**src/rtl/haraka_s_sponge_ctrl_if.sv**
```systemverilog
// Handshake and control bundle between the Haraka-S sponge controller and its
// deserializer, permutation core, state register and serializer.
interface haraka_s_sponge_ctrl_if #(
    parameter int LEN_W = 64,
    parameter int RW    = 3
);
    logic             blk_valid;
    logic             blk_last;
    logic             blk_ready;
    logic [LEN_W-1:0] digest_length;
    logic             perm_start;
    logic             absorb_sel;
    logic [RW-1:0]    perm_round;
    logic             round_done;
    logic             state_load;
    logic             state_clear;
    logic             ser_valid;
    logic [5:0]       ser_length;
    logic             ser_ready;
    logic             busy;
    logic             done;

    modport master (
        input  blk_valid, blk_last, digest_length, round_done, ser_ready,
        output blk_ready, perm_start, absorb_sel, perm_round, state_load,
               state_clear, ser_valid, ser_length, busy, done
    );

    modport slave (
        output blk_valid, blk_last, digest_length, round_done, ser_ready,
        input  blk_ready, perm_start, absorb_sel, perm_round, state_load,
               state_clear, ser_valid, ser_length, busy, done
    );
endinterface

```
**src/rtl/haraka_s_sponge_ctrl.sv**
```systemverilog
// Haraka-S sponge sequencer: absorbs padded rate blocks, steps the iterative
// permutation core round by round, then squeezes length-tagged output blocks.
module haraka_s_sponge_ctrl #(
    parameter int ROUNDS = 5,
    parameter int LEN_W  = 64,
    parameter int RW     = 3
) (
    input  logic internal_clk,
    input  logic reset,
    haraka_s_sponge_ctrl_if.master sponge
);
    // One extra bit over LEN_W-5 so a maximal digest_length still fits its block count.
    localparam int REM_W = LEN_W - 4;

    typedef enum logic [2:0] {
        ABSORB, START, PERMUTE, LOAD, SQUEEZE, DONE
    } state_t;

    state_t            state_q, state_d;
    logic [RW-1:0]     perm_round_q;
    logic [REM_W-1:0]  remaining_q;
    logic [4:0]        tail_len_q;
    logic              last_q;
    logic              absorb_q;

    logic blk_ready, perm_start, state_load, state_clear, ser_valid, done;
    logic last_round, last_block_out;

    assign last_round     = (perm_round_q == RW'(ROUNDS - 1));
    assign last_block_out = (remaining_q == REM_W'(1));

    always_ff @(posedge internal_clk or posedge reset) begin
        if (reset) state_q <= ABSORB;
        else       state_q <= state_d;
    end

    always_comb begin
        state_d     = state_q;
        blk_ready   = 1'b0;
        perm_start  = 1'b0;
        state_load  = 1'b0;
        state_clear = 1'b0;
        ser_valid   = 1'b0;
        done        = 1'b0;
        case (state_q)
            ABSORB: begin
                blk_ready = 1'b1;
                if (sponge.blk_valid) state_d = START;
            end
            START: begin
                perm_start = 1'b1;
                state_d    = PERMUTE;
            end
            PERMUTE: begin
                if (sponge.round_done && last_round) state_d = LOAD;
            end
            LOAD: begin
                state_load = 1'b1;
                if (!last_q)                  state_d = ABSORB;
                else if (remaining_q != '0)   state_d = SQUEEZE;
                else                          state_d = DONE;
            end
            SQUEEZE: begin
                ser_valid = 1'b1;
                if (sponge.ser_ready) state_d = last_block_out ? DONE : START;
            end
            DONE: begin
                done        = 1'b1;
                state_clear = 1'b1;
                state_d     = ABSORB;
            end
            default: state_d = ABSORB;
        endcase
    end

    always_ff @(posedge internal_clk or posedge reset) begin
        if (reset) begin
            perm_round_q <= '0;
            remaining_q  <= '0;
            tail_len_q   <= '0;
            last_q       <= 1'b0;
            absorb_q     <= 1'b0;
        end else begin
            case (state_q)
                ABSORB: begin
                    if (sponge.blk_valid) begin
                        last_q     <= sponge.blk_last;
                        tail_len_q <= sponge.digest_length[4:0];
                        absorb_q   <= 1'b1;
                        if (sponge.blk_last)
                            remaining_q <= REM_W'(sponge.digest_length >> 5)
                                         + REM_W'(|sponge.digest_length[4:0]);
                    end
                end
                START: perm_round_q <= '0;
                PERMUTE: begin
                    if (sponge.round_done)
                        perm_round_q <= last_round ? '0 : perm_round_q + RW'(1);
                end
                SQUEEZE: begin
                    if (sponge.ser_ready) begin
                        remaining_q <= remaining_q - REM_W'(1);
                        if (!last_block_out) absorb_q <= 1'b0;
                    end
                end
                DONE: begin
                    last_q      <= 1'b0;
                    remaining_q <= '0;
                end
                default: ;
            endcase
        end
    end

    // Every output below depends only on registered state, never on an input.
    assign sponge.blk_ready   = blk_ready;
    assign sponge.perm_start  = perm_start;
    assign sponge.state_load  = state_load;
    assign sponge.state_clear = state_clear;
    assign sponge.ser_valid   = ser_valid;
    assign sponge.done        = done;
    assign sponge.busy        = (state_q != ABSORB);
    assign sponge.absorb_sel  = absorb_q && (state_q == START || state_q == PERMUTE);
    assign sponge.perm_round  = perm_round_q;
    assign sponge.ser_length  = (last_block_out && tail_len_q != 5'd0) ? {1'b0, tail_len_q}
                                                                       : 6'd32;
endmodule

```
**src/flat_wrapper.sv**
```systemverilog
// flat-port wrapper written by rule: the top's interface ports become plain ports
module haraka_s_sponge_ctrl_flat 
#(
    parameter int ROUNDS = 5,
    parameter int LEN_W  = 64,
    parameter int RW     = 3
)
  (internal_clk, reset, sponge_blk_valid, sponge_blk_last, sponge_digest_length, sponge_round_done, sponge_ser_ready, sponge_blk_ready, sponge_perm_start, sponge_absorb_sel, sponge_perm_round, sponge_state_load, sponge_state_clear, sponge_ser_valid, sponge_ser_length, sponge_busy, sponge_done);
  haraka_s_sponge_ctrl_if #(.LEN_W(LEN_W), .RW(RW)) sponge_i ();
  input  logic internal_clk;
  input  logic reset;
  input wire logic [$bits(sponge_i.blk_valid)-1:0] sponge_blk_valid;
  input wire logic [$bits(sponge_i.blk_last)-1:0] sponge_blk_last;
  input wire logic [$bits(sponge_i.digest_length)-1:0] sponge_digest_length;
  input wire logic [$bits(sponge_i.round_done)-1:0] sponge_round_done;
  input wire logic [$bits(sponge_i.ser_ready)-1:0] sponge_ser_ready;
  output wire logic [$bits(sponge_i.blk_ready)-1:0] sponge_blk_ready;
  output wire logic [$bits(sponge_i.perm_start)-1:0] sponge_perm_start;
  output wire logic [$bits(sponge_i.absorb_sel)-1:0] sponge_absorb_sel;
  output wire logic [$bits(sponge_i.perm_round)-1:0] sponge_perm_round;
  output wire logic [$bits(sponge_i.state_load)-1:0] sponge_state_load;
  output wire logic [$bits(sponge_i.state_clear)-1:0] sponge_state_clear;
  output wire logic [$bits(sponge_i.ser_valid)-1:0] sponge_ser_valid;
  output wire logic [$bits(sponge_i.ser_length)-1:0] sponge_ser_length;
  output wire logic [$bits(sponge_i.busy)-1:0] sponge_busy;
  output wire logic [$bits(sponge_i.done)-1:0] sponge_done;
  assign sponge_i.blk_valid = sponge_blk_valid;
  assign sponge_i.blk_last = sponge_blk_last;
  assign sponge_i.digest_length = sponge_digest_length;
  assign sponge_i.round_done = sponge_round_done;
  assign sponge_i.ser_ready = sponge_ser_ready;
  assign sponge_blk_ready = sponge_i.blk_ready;
  assign sponge_perm_start = sponge_i.perm_start;
  assign sponge_absorb_sel = sponge_i.absorb_sel;
  assign sponge_perm_round = sponge_i.perm_round;
  assign sponge_state_load = sponge_i.state_load;
  assign sponge_state_clear = sponge_i.state_clear;
  assign sponge_ser_valid = sponge_i.ser_valid;
  assign sponge_ser_length = sponge_i.ser_length;
  assign sponge_busy = sponge_i.busy;
  assign sponge_done = sponge_i.done;
  haraka_s_sponge_ctrl #(.ROUNDS(ROUNDS), .LEN_W(LEN_W), .RW(RW)) u_core (.internal_clk(internal_clk), .reset(reset), .sponge(sponge_i));
endmodule
```
**config.mk**
```make
export PLATFORM = sky130hd
export DESIGN_NAME = haraka_s_sponge_ctrl_flat
export DESIGN_NICKNAME = d
export VERILOG_FILES = /design/src/rtl/haraka_s_sponge_ctrl_if.sv /design/src/rtl/haraka_s_sponge_ctrl.sv /design/src/flat_wrapper.sv
export SDC_FILE = /design/constraint.sdc
export NUM_CORES = 1
export LEC_CHECK = 0
export ABC_CLOCK_PERIOD_IN_PS = 8800
export CAP_MARGIN = 20
export CORE_UTILIZATION = 40
export DETAILED_ROUTE_END_ITERATION = 8
export MAX_ROUTING_LAYER = met4
export SETUP_SLACK_MARGIN = 0.02
export SKIP_CTS_REPAIR_TIMING = 1
export SLEW_MARGIN = 20
export SYNTH_ARGS = -nofsm -noshare
export SYNTH_HDL_FRONTEND = slang
export SYNTH_SLANG_ARGS = --single-unit
```
**constraint.sdc**
```tcl
create_clock -name internal_clk -period 8.8 [get_ports internal_clk]
set_clock_uncertainty 0.15 [all_clocks]
set_input_delay 1.76 -clock internal_clk [delete_from_list [all_inputs] [get_ports internal_clk]]
set_output_delay 1.76 -clock internal_clk [all_outputs]
set_load 0.02 [all_outputs]
```
==> metrics.yaml, run 1 <==
sta:
  hold_viol: 0
  relSlewSlack_pct: 26.2
  final_slew_violations: 0
  unrepaired_setup_endpoints_after_global_routing: "no"
  finalCritPeriodShare_pct: 62.5
  postLayoutSetupSlackWorst_ps: 3300
  timing.final.setup_violations: 0
  fmax_mhz: 182
  max_slew.worst_pin.slew_ps: 1110
  fin_tns_setup_ps: 0
  period_minus_slack_ps: 5500
place:
  detailedPlace.worstSlack_ps: 3620
  gp_congestion: 0.869
  numPortBuffers: 86
  detailedPlacementHpwl_um: 13700
logic_synthesis:
  ys_seq_elements: 73
  yosysWarnings: 0
  ys_types: 59
  syn_area_um2: 5700
  synthArstFlopShare_pct: 100
  postSynthCellCount: 718
  post_synth_edffs: 0
  synth_seq_area_share_pct: 32.0
  synth_area_per_cell_um2: 7.94
  synth_fp_nets: 794
  yosys_most_used_dff: "dfrtp_1"
setup_path:
  crit_end: "sponge_ser_length[3]"
  timing.critical_path.required_ps: 6890
  critPathLaunchType: "register"
  critical_path_depth: 6
  cp_cell_sequence: "or4_1, or4_1, or3_1, nor3_2, and2_1, clkdlybuf4s50_1"
  crit_path_max_incr_delay_ps: 660
  cp_slowest_cell: "or4_1"
  endpoint_kind: "output port"
  r2r_cells: 6
  crit_start: "u_core.remaining_q[36]"
  worst-r2r-setup-slack_ps: 5230
  timing.critical_path.buf_inv: 1
  critical_path.reg2reg.startpoint: "u_core.remaining_q[26]"
  cp_top_family: "simple AND/OR/NAND/NOR gates"
  timing.critical_path.mode_cell: "or4_1"
  crit_path_max_fanout: 8
  r2r_end: "u_core.remaining_q[57]"
  worstSetupPathType: "register to output port"
  worstPathArrival_ps: 3590
route:
  routed_via_density: 6.34
  total_length_of_routed_wires_um: 19000
  final_antenna_net_count: 0
  drt_pass1_iterations: 5
  wire_per_inst_um: 19.5
  drc_errors: 0
  drt_first_iter_violations: 524
  via_count: 6177
global_routing:
  pin_count_of_the_biggest_net_entering_global_routing: 74
  first_global_vias: 5838
  overflow: 0
  antenna_found_initial: 0
  grt_first_pass_wirelength_um: 30600
  track_usage_pct: 27.6
die:
  ios: 87
  dieArea_um2: 14700
  die_width_um: 121
  num_rows: 43
  die_height_um: 121
  core_region_area_um2: 13900
  initial_utilization_pct: 41.1
clock_network:
  tritoncts: "done"
  htreeDepth: 3
  clockRootBuffer: "clkbuf_16"
  cts_made_buffers: 9
  clkSlewWorstSetupHoldPaths_ps: 60
  numClockSinks: 73
  cts_buffer_depth: 2
  worst_skew_pair.late_latency_ps: 350
pwr:
  power.density_nw_per_um2: 249
  sequentialPowerShare_pct: 37.2
  switching_share_pct: 41.1
  switching_power_mw: 0.721
  power_report.internal_total_mw: 1.03
  power.share.combinational_pct: 39.6
  worst_voltage_drop_across_the_vdd_grid_uv: 108
  total_leakage_power_nw: 2.47
  clockPowerShare_pct: 23.3
cells_and_area:
  number_of_nets_in_the_final_layout: 865
  final_common_cell: "clkdlybuf4s50_1"
  drive_above_1_share_pct: 5.67
  mostFrequentLayoutCells: "86 x clkdlybuf4s50_1, 78 x nand2_1, 73 x dfrtp_1"
  antenna-diode-count: 0
  syn2layout_area_growth_pct: 23.6
  fill_cells: 1340
hold_path:
  hold_depth: 2
  hold_path.class: "register to register"
outcome:
  outcome: "complete, no violations"
run:
  drv.max_cap_violation_count: 0
[logic make-up after synthesis]
family	share of synthesized area (%)
AOI/OAI and AO/OA	21.3
xor gates and xnor gates	7.99
adders and majority gates	1.32
buffers and inverters	3.84
DFF	32.0
muxes	1.16
and+or+nand+nor	32.4
[layer usage]
| layer | GRT usage, % | vias to the layer above | wire length [um] |
|---|---|---|---|
| met5 | - | - | 0 |
| met4 | 10.3 | 0 | 401 |
| met3 | 3.67 | 42 | 1250 |
| met2 | 42.1 | 260 | 8680 |
| met1 | 37.1 | 2990 | 8680 |
| li1 | - | 2885 | - |
[cell usage after synthesis (5+ instances only)]
cell | n | area [um^2]
or3_1 | 8 | 50.1
and3_1 | 13 | 81.3
or2_2 | 6 | 37.5
o221ai_1 | 5 | 43.8
o311ai_0 | 19 | 166
or4_1 | 11 | 82.6
a31oi_1 | 11 | 68.8
and2_1 | 9 | 56.3
nor3_1 | 31 | 155
nand3_1 | 48 | 240
xnor2_1 | 33 | 289
nor2b_1 | 5 | 31.3
ha_1 | 6 | 75.1
nand2_1 | 78 | 293
inv_1 | 20 | 75.1
nor2_1 | 49 | 184
xor2_1 | 19 | 166
dfrtp_1 | 73 | 1830
a21oi_1 | 24 | 120
clkbuf_1 | 31 | 116
nor4_1 | 26 | 163
o21ai_0 | 56 | 280
mux2_2 | 5 | 56.3
and4_1 | 10 | 87.6
a22o_1 | 7 | 61.3
o211ai_1 | 22 | 165
nand4_1 | 29 | 181
[state kept, by name, indices dropped and copies added, names as in the netlist]
signal                    cells
u_core.remaining_q           60
u_core.tail_len_q             5
u_core.sponge.perm_round      3
u_core.state_q                3
u_core.absorb_q               1
u_core.last_q                 1
[worst min path at each step]
stage / slack (ps) / end / from
5_1_grt: 400 / u_core.tail_len_q[4] / u_core.tail_len_q[4]
4_1_cts: 360 / u_core.remaining_q[15] / u_core.remaining_q[15]
3_3_place_gp: 340 / u_core.remaining_q[15] / u_core.remaining_q[15]
6_report: 360 / u_core.remaining_q[15] / u_core.remaining_q[15]
3_5_place_dp: 350 / u_core.remaining_q[15] / u_core.remaining_q[15]
2_1_floorplan: 310 / u_core.remaining_q[15] / u_core.remaining_q[15]
[worst register-to-register path: stages (launching register included)]
cell      delay (ps)
dfrtp_1          440
or4_1            560
or4_1            720
nor4_4           750
nand2_1          290
o311ai_0         400
o211ai_1         140
[area by class of cell]
class                           instances  area (um^2)  area share, %
Clock buffer                           10          239           3.39
Multi-Input combinational cell        589         3660           51.9
Clock inverter                          6         91.3           1.30
Sequential cell                        73         1830           25.9
Timing Repair Buffer                   96          936           13.3
Tap cell                              180          225           3.19
Inverter                               20         75.1           1.06
[power by group through the flow]
stage	registers, mW	clock network (mW)	logic (mW)
floorplan	0.600	0	0.492
finish	0.652	0.409	0.694
global placement	0.643	0	0.671
detailed placement	0.649	0	0.685
CTS	0.644	0.412	0.688
global route	0.676	0.429	0.769
[stage by stage]
stage	util, %	instances	instance area [um^2]	power [mW]	hold WS [ps]
finish	50.8	974	7050	1.75	362
CTS	50.8	974	7050	1.74	359
global placement	48.4	958	6720	1.31	339
floorplan	-	718	5700	1.09	315
detailed placement	48.4	958	6720	1.33	346
global route	50.8	974	7050	1.88	397
No activity file was read; power rests on OpenSTA's default activity.
==> inputs of run 2 (changes only) <==
--- a/config.mk
+++ b/config.mk
@@ -5,7 +5,7 @@
 export SDC_FILE = /design/constraint.sdc
 export NUM_CORES = 1
 export LEC_CHECK = 0
-export ABC_CLOCK_PERIOD_IN_PS = 8800
+export ABC_CLOCK_PERIOD_IN_PS = 5400
 export CAP_MARGIN = 20
 export CORE_UTILIZATION = 40
 export DETAILED_ROUTE_END_ITERATION = 8
==> constraint.sdc (replaced) <==
create_clock -name internal_clk -period 5.4 [get_ports internal_clk]
set_clock_uncertainty 0.15 [all_clocks]
set_input_delay 1.08 -clock internal_clk [delete_from_list [all_inputs] [get_ports internal_clk]]
set_output_delay 1.08 -clock internal_clk [all_outputs]
set_load 0.02 [all_outputs]
==> metrics.yaml, run 2 (synthesis results as in run 1) <==
route:
  routed_via_density: 6.25
  wire_per_inst_um: 19.2
  via_count: 6122
  drt_pass1_iterations: 5
  drt_first_iter_violations: 609
  drc_errors: 0
  total_length_of_routed_wires_um: 18800
  final_antenna_net_count: 0
cells_and_area:
  number_of_nets_in_the_final_layout: 871
  antenna-diode-count: 0
  syn2layout_area_growth_pct: 23.6
  largest_registers_in_the_final_layout: "u_core.remaining_q: 60 flops, u_core.tail_len_q: 5 flops"
  largest_register: "u_core.remaining_q"
  final_common_cell: "clkdlybuf4s50_1"
  layout.cells.non_filler: 979
  mostFrequentLayoutCells: "86 x clkdlybuf4s50_1, 78 x nand2_1, 73 x dfrtp_1"
  number_of_flip_flops_under_the_largest_register_name: 60
  drive_above_1_share_pct: 6.26
sta:
  worst_hold_slack_ps: 363
  final_slew_violations: 0
  relSlewSlack_pct: 39.2
  unrepaired_setup_endpoints_after_global_routing: "no"
  timing.final.setup_violations: 0
  hold_viol: 0
  period_minus_slack_ps: 4850
  fin_tns_setup_ps: 0
  postLayoutSetupSlackWorst_ps: 549
  max_slew.worst_pin.slew_ps: 905
  finalCritPeriodShare_pct: 89.8
  fmax_mhz: 206
clock_network:
  clkSlewWorstSetupHoldPaths_ps: 60
  clockRootBuffer: "clkbuf_16"
  htreeDepth: 3
  cts_made_buffers: 9
  cts_buffer_depth: 2
  worst_skew_pair.late_latency_ps: 350
  numClockSinks: 73
  tritoncts: "done"
pwr:
  power.share.combinational_pct: 41.0
  power.total_mw: 2.78
  worst_voltage_drop_across_the_vdd_grid_uv: 185
  power.density_nw_per_um2: 394
  switching_share_pct: 41.8
  clockPowerShare_pct: 20.8
  switching_power_mw: 1.16
  power_report.internal_total_mw: 1.62
  total_leakage_power_nw: 2.50
  sequentialPowerShare_pct: 38.3
die:
  die_width_um: 121
  core_region_area_um2: 13900
  ios: 87
  initial_utilization_pct: 41.1
  die_height_um: 121
  num_rows: 43
  dieArea_um2: 14700
place:
  gp_congestion: 0.883
  detailedPlace.worstSlack_ps: 915
  numPortBuffers: 86
  detailedPlacementHpwl_um: 13900
  placedCellCount: 964
outcome:
  outcome: "complete, no violations"
setup_path:
  worst-r2r-setup-slack_ps: 1750
  timing.critical_path.required_ps: 4170
  endpoint_kind: "output port"
  r2r_cells: 6
  crit_path_max_fanout: 8
  r2r_end: "u_core.remaining_q[57]"
  critical_path.reg2reg.startpoint: "u_core.remaining_q[26]"
  worstSetupPathType: "register to output port"
  worstPathArrival_ps: 3620
  critPathLaunchType: "register"
hold_path:
  hold_depth: 2
  hold_path.class: "register to register"
  timing.hold.worst_endpoint: "u_core.remaining_q[39]"
  hp-start: "u_core.remaining_q[39]"
global_routing:
  overflow: 0
  pin_count_of_the_biggest_net_entering_global_routing: 50
  grt_first_pass_wirelength_um: 30200
  antenna_found_initial: 0
  first_global_vias: 5650
  track_usage_pct: 27.3
run:
  drv.max_cap_violation_count: 0
## run 2: cell types whose count changed in the layout (fill, tap and decap cells not counted)
cell,previous run,this run
buf_4,10,16
bufinv_16,2,0
inv_2,1,0
clkinvlp_4,3,0
clkinv_4,1,0
clkinv_2,0,4
clkbuf_8,1,3
## run 2: power groups by stage
stage                     sequential (mW)  combinational [mW]  clock (mW)
after floorplan                     0.979               0.803           0
after global placement               1.05                1.11           0
after detailed placement             1.06                1.13           0
after CTS                            1.05                1.13       0.586
after global routing                 1.10                1.27       0.603
final                                1.06                1.14       0.578
## run 2: stage by stage
stage | area (um^2) | util (%)
5_1_grt | 7050 | 50.8
2_1_floorplan | 5700 | -
4_1_cts | 7050 | 50.8
3_5_place_dp | 6760 | 48.7
3_3_place_gp | 6760 | 48.7
6_report | 7050 | 50.8
## run 2: cell type report
cell class | count | area [um^2]
Tap cell | 180 | 225
Clock buffer | 12 | 267
Fill cell | 1298 | 6830
Sequential cell | 73 | 1830
Timing Repair Buffer | 102 | 981
Inverter | 20 | 76.3
Clock inverter | 3 | 15.0
Multi-Input combinational cell | 589 | 3660
## run 2: how the worst max path moves through the flow
stage                                start                   end  slack (ps)  depth (start not counted)
floorplan           u_core.remaining_q[36]  sponge_ser_length[5]        1650                          7
global placement    u_core.remaining_q[36]  sponge_ser_length[1]        1030                          6
detailed placement  u_core.remaining_q[36]  sponge_ser_length[2]         920                          6
CTS                 u_core.remaining_q[36]  sponge_ser_length[2]         550                          6
global route        u_core.remaining_q[36]  sponge_ser_length[2]         400                          6
finish              u_core.remaining_q[36]  sponge_ser_length[2]         550                          6
## run 2: metal layers
| metal | wire (um) | track usage, % |
|---|---|---|
| met3 | 1320 | 4.23 |
| met2 | 8470 | 40.9 |
| met4 | 353 | 9.41 |
| met5 | 0 | - |
| met1 | 8600 | 37.5 |
## run 2: worst max-delay path: stages (launching register included)
cell and delay, ps:
dfrtp_1 410, or4_1 680, or4_1 610, or3_1 400
nor3_2 390, and2_1 200, clkdlybuf4s50_1 600
==> inputs of run 3 (changes only) <==
--- a/config.mk
+++ b/config.mk
@@ -5,7 +5,7 @@
 export SDC_FILE = /design/constraint.sdc
 export NUM_CORES = 1
 export LEC_CHECK = 0
-export ABC_CLOCK_PERIOD_IN_PS = 5400
+export ABC_CLOCK_PERIOD_IN_PS = 5900
 export CAP_MARGIN = 20
 export CORE_UTILIZATION = 40
 export DETAILED_ROUTE_END_ITERATION = 8
==> constraint.sdc (replaced) <==
create_clock -name internal_clk -period 5.9 [get_ports internal_clk]
set_clock_uncertainty 0.15 [all_clocks]
set_input_delay 1.18 -clock internal_clk [delete_from_list [all_inputs] [get_ports internal_clk]]
set_output_delay 1.18 -clock internal_clk [all_outputs]
set_load 0.02 [all_outputs]
==> metrics.yaml, run 3 (synthesis results as in run 1) <==
route:
  drc_errors: 0
  drt_first_iter_violations: 663
  routed_via_density: 6.32
  wire_per_inst_um: 19.5
  via_count: 6154
  final_antenna_net_count: 0
  total_length_of_routed_wires_um: 19000
  drt_pass1_iterations: 7
place:
  placed_area_um2: 6730
  gp_congestion: 0.917
  placedCellCount: 959
  detailedPlace.worstSlack_ps: 1340
  numPortBuffers: 86
  detailedPlacementHpwl_um: 13900
setup_path:
  timing.critical_path.required_ps: 4570
  crit_end: "sponge_ser_length[1]"
  endpoint_kind: "output port"
  worstSetupPathType: "register to output port"
  cp_slowest_cell: "nor4_1"
  cp_top_family: "simple AND/OR/NAND/NOR gates"
  crit_path_max_fanout: 8
  worst-r2r-setup-slack_ps: 2230
  r2r_end: "u_core.remaining_q[57]"
  critical_path_depth: 6
  crit_start: "u_core.remaining_q[26]"
  r2r_cells: 6
  critical_path.reg2reg.startpoint: "u_core.remaining_q[26]"
  critPathLaunchType: "register"
  worstPathArrival_ps: 3680
  cp_cell_sequence: "nor4_1, nand2_1, or4_1, nor3_2, and2_1, clkdlybuf4s50_1"
  crit_path_max_incr_delay_ps: 860
  timing.critical_path.buf_inv: 1
die:
  core_region_area_um2: 13900
  initial_utilization_pct: 41.1
  num_rows: 43
  die_height_um: 121
  die_width_um: 121
  ios: 87
  dieArea_um2: 14700
cells_and_area:
  final_cell_area_um2: 7060
  drive_above_1_share_pct: 5.54
  mostFrequentLayoutCells: "86 x clkdlybuf4s50_1, 78 x nand2_1, 73 x dfrtp_1"
  multiInputGateArea_um2: 3660
  fill_cells: 1320
  number_of_flip_flops_under_the_largest_register_name: 60
  seq_area_um2: 1830
  largest_register: "u_core.remaining_q"
  antenna-diode-count: 0
  largest_registers_in_the_final_layout: "u_core.remaining_q: 60 flops, u_core.tail_len_q: 5 flops"
  layout.cells.non_filler: 974
  number_of_nets_in_the_final_layout: 866
  final_common_cell: "clkdlybuf4s50_1"
  syn2layout_area_growth_pct: 23.8
clock_network:
  tritoncts: "done"
  clockRootBuffer: "clkbuf_16"
  htreeDepth: 3
  cts_buffer_depth: 2
  worst_skew_pair.late_latency_ps: 340
  clkSlewWorstSetupHoldPaths_ps: 60
  numClockSinks: 73
  cts_made_buffers: 9
global_routing:
  antenna_found_initial: 0
  first_global_vias: 5700
  overflow: 0
  track_usage_pct: 27.2
  pin_count_of_the_biggest_net_entering_global_routing: 50
  grt_first_pass_wirelength_um: 30200
sta:
  hold_viol: 0
  max_slew.worst_pin.slew_ps: 976
  postLayoutSetupSlackWorst_ps: 895
  worst_hold_slack_ps: 366
  period_minus_slack_ps: 5010
  final_slew_violations: 0
  fmax_mhz: 200
  timing.final.setup_violations: 0
  finalCritPeriodShare_pct: 84.8
  fin_tns_setup_ps: 0
  relSlewSlack_pct: 34.3
  unrepaired_setup_endpoints_after_global_routing: "no"
run:
  drv.max_cap_violation_count: 0
pwr:
  worst_voltage_drop_across_the_vdd_grid_uv: 179
  power.density_nw_per_um2: 372
  total_leakage_power_nw: 2.49
outcome:
  outcome: "complete, no violations"
hold_path:
  hold_path.class: "register to register"
## run 3: changes by cell type in the layout (fill, tap and decap cells not counted)
cell,delta
bufinv_16,+2
clkinv_2,-3
clkbuf_1,+1
buf_4,-5
## run 3: worst register-to-register path, delay by kind of cell (launching register included)
kind,cells,cell delay (ps)
AOI/OAI and AO/OA,2,570
DFF,1,430
and+or+nand+nor,4,2380
## run 3: area by class of cell
cell class | instances | share of cell area, %
timing repair buffer | 97 | 13.4
multi-input combinational | 589 | 51.8
clock inverter | 2 | 0.851
clock buffer | 13 | 3.83
tap | 180 | 3.19
inverter | 20 | 1.08
sequential | 73 | 25.9
## run 3: through the flow
stage                     util [%]  power [mW]
after floorplan                  -        1.63
after global placement        48.5        1.96
after detailed placement      48.5        2.00
after CTS                     50.8        2.61
after global routing          50.8        2.80
final                         50.8        2.62
## run 3: worst min-delay path by stage
stage | startpoint | end | depth (start not counted)
2_1_floorplan | u_core.remaining_q[15] | u_core.remaining_q[15] | 2
3_3_place_gp | u_core.remaining_q[15] | u_core.remaining_q[15] | 2
3_5_place_dp | u_core.remaining_q[39] | u_core.remaining_q[39] | 2
4_1_cts | u_core.remaining_q[15] | u_core.remaining_q[15] | 2
5_1_grt | u_core.remaining_q[15] | u_core.remaining_q[15] | 2
6_report | u_core.remaining_q[15] | u_core.remaining_q[15] | 2
## run 3: power by group
group,internal [mW],switching [mW]
sequential,0.723,0.252
clock,0.403,0.211
combinational,0.437,0.599
total,1.56,1.06
## run 3: layer usage
layer	part of all wire [%]	up-vias	global-route usage (%)
met1	46	2949	37.2
li1	-	2886	-
met5	0	-	-
met3	7.0	39	3.85
met2	45	280	40.7
met4	2.3	0	10.0
==> edit, RTL diff (config.mk and constraints of run 2) <==
`LEN_W` is set to 64 in 3 places; all go to 32.
--- a/src/rtl/haraka_s_sponge_ctrl_if.sv
+++ b/src/rtl/haraka_s_sponge_ctrl_if.sv
@@ -1,7 +1,7 @@
 // Handshake and control bundle between the Haraka-S sponge controller and its
 // deserializer, permutation core, state register and serializer.
 interface haraka_s_sponge_ctrl_if #(
-    parameter int LEN_W = 64,
+    parameter int LEN_W = 32,
     parameter int RW    = 3
 );
     logic             blk_valid;
--- a/src/rtl/haraka_s_sponge_ctrl.sv
+++ b/src/rtl/haraka_s_sponge_ctrl.sv
@@ -2,7 +2,7 @@
 // permutation core round by round, then squeezes length-tagged output blocks.
 module haraka_s_sponge_ctrl #(
     parameter int ROUNDS = 5,
-    parameter int LEN_W  = 64,
+    parameter int LEN_W  = 32,
     parameter int RW     = 3
 ) (
     input  logic internal_clk,
--- a/src/flat_wrapper.sv
+++ b/src/flat_wrapper.sv
@@ -2,7 +2,7 @@
 module haraka_s_sponge_ctrl_flat 
 #(
     parameter int ROUNDS = 5,
-    parameter int LEN_W  = 64,
+    parameter int LEN_W  = 32,
     parameter int RW     = 3
 )
   (internal_clk, reset, sponge_blk_valid, sponge_blk_last, sponge_digest_length, sponge_round_done, sponge_ser_ready, sponge_blk_ready, sponge_perm_start, sponge_absorb_sel, sponge_perm_round, sponge_state_load, sponge_state_clear, sponge_ser_valid, sponge_ser_length, sponge_busy, sponge_done);
Ports: changed (resized sponge_digest_length); port bits go from 87 to 55. The function was not compared with the original's and may differ.
==> edit against run 2 <==
Total power down 50%; sequential cell count down 32; routed wire length down 58%; global-route usage down 4.7 points; synthesized area down 48%; setup slack better by 480 ps; final area down 48%; combinational power down 45%; non-clock buffer count down 44; via count down 53%; sequential share of layout area up 2.2 points; die area down 47%; critical path type unchanged; critical endpoint is now sponge_ser_length[4]; highest routed layer unchanged.
==> edit: results <==
[status]
outcome = finished clean

[critical_path]
r2r_setup_slack_ps = 2050
cp-startpoint = u_core.remaining_q[16]
crit_slowest_cell = or4_1
worstPathArrival_ps = 3140
reg2reg_from = u_core.state_q[1]
crit_fanout = 12
r2r_end = u_core.remaining_q[17]
r2r_cells = 7
max_stage_delay_ps = 730

[yosys]
ys_seq_area_frac = 0.346
synthTopCellsByArea = dfrtp_1 (35%), xor2_1 (5.9%), o21ai_0 (5.7%)
synthArstFlopShare = 1.00
synth_nets = 406
ys_warn_count = 0
yosys-top-cells-count = dfrtp_1 (41), o21ai_0 (34), nand2_1 (27), nor2_1 (24)
synth.distinct_cells = 45

[place]
dpl.hpwl_um = 5760
numPortBuffers = 54
gp_congestion = 0.819

[timing]
slew_viol_final = 0
slew_headroom = 0.321

[hold_path]
min_path_type = reg -> reg
hold_depth = 1
hold_end = u_core.absorb_q
hp-start = u_core.absorb_q

[global_routing]
track_usage = 0.226
antenna_found_initial = 0
grt_max_degree = 42
grt_pass1_wl_um = 13200
grt_pass1_vias = 2746

[route]
drtIter0Drc = 139
routed_via_density = 5.73
wl_um = 7910
first_pass_iters = 4

[layout]
fillerInstances = 735
diodes = 0
top_regs = u_core.remaining_q: 28 flops, u_core.tail_len_q: 5 flops
drive_gt1_frac = 0.0493
final_nets = 450

[power_and_ir_drop]
power.leakage_nw = 1.36
ir_drop_mv = 0.125

[cts]
cts_made_buffers = 5
cts_buffer_depth = 2
clock-root-buffer = clkbuf_8
clkLatencyLatePin_ps = 300
clk_pin_slew_ps = 80
htreeDepth = 2
==> edit: cell types whose count changed in the layout (fill, tap and decap cells not counted), moves of 12 or more <==
cell,delta
buf_4,-12
clkdlybuf4s50_1,-32
dfrtp_1,-32
nand2_1,-51
nand3_1,-28
nand4_1,-16
nor2_1,-25
nor3_1,-16
nor4_1,-20
o21ai_0,-22
o311ai_0,-13
xnor2_1,-28
==> edit: critical path: cells and delay by family, from the launching register on <==
kind	cells	cell delay, ps
AND/OR/NAND/NOR	4	1810
buffers and inverters	1	610
flip-flops	1	420
==> edit: kinds of logic (layout without fill, tap and decap cells) <==
family	count (synthesis)	after routing	share of synthesized area
AO/OA/AOI/OAI	97	97	0.209
XOR/XNOR	25	25	0.0739
adder cells (fa/ha/maj)	7	7	0.0296
buffers and inverters	35	80	0.0469
flip-flops	41	41	0.346
multiplexers	5	5	0.0190
AND/OR/NAND/NOR	151	151	0.275
==> edit: metal layers <==
layer | routed length, um | GRT usage | up-vias | share of wire
li1 | - | - | 1426 | -
met1 | 3790 | 0.300 | 1395 | 0.48
met2 | 3750 | 0.362 | 69 | 0.47
met4 | 82 | 0.0528 | 0 | 0.010
met3 | 288 | 0.0386 | 4 | 0.036
met5 | 0 | - | - | 0
==> edit: how the worst max path moves through the flow <==
stage | end | slack, ps | depth (start not counted)
5_1_grt | sponge_ser_length[4] | 850 | 5
2_1_floorplan | sponge_ser_length[5] | 2220 | 5
4_1_cts | sponge_ser_length[4] | 1030 | 5
3_3_place_gp | sponge_ser_length[0] | 1460 | 5
3_5_place_dp | sponge_ser_length[4] | 1380 | 5
6_report | sponge_ser_length[4] | 1030 | 5
==> edit: stage by stage <==
stage	area, sq um	cells	hold slack, ps	setup slack (ps)
after global routing	3650	505	399	846
final	3650	505	357	1030
after detailed placement	3570	497	349	1380
after floorplan	2960	361	321	2220
after CTS	3650	505	367	1030
after global placement	3570	497	344	1460
==> edit: cell type report <==
cell class / instances / area [sq um] / share of cell area
sequential: 41 / 1030 / 0.281
inverter: 14 / 52.6 / 0.0144
clock buffer: 6 / 72.6 / 0.0199
tap: 99 / 124 / 0.0339
multi-input combinational: 285 / 1800 / 0.492
timing repair buffer: 58 / 571 / 0.156
clock inverter: 2 / 10.0 / 0.00274
==> edit: where the power goes <==
| part | internal (W) | switching (W) |
|---|---|---|
| combinational | 0.000271 | 0.000356 |
| sequential | 0.000439 | 0.000135 |
| clock | 0.0000898 | 0.000110 |
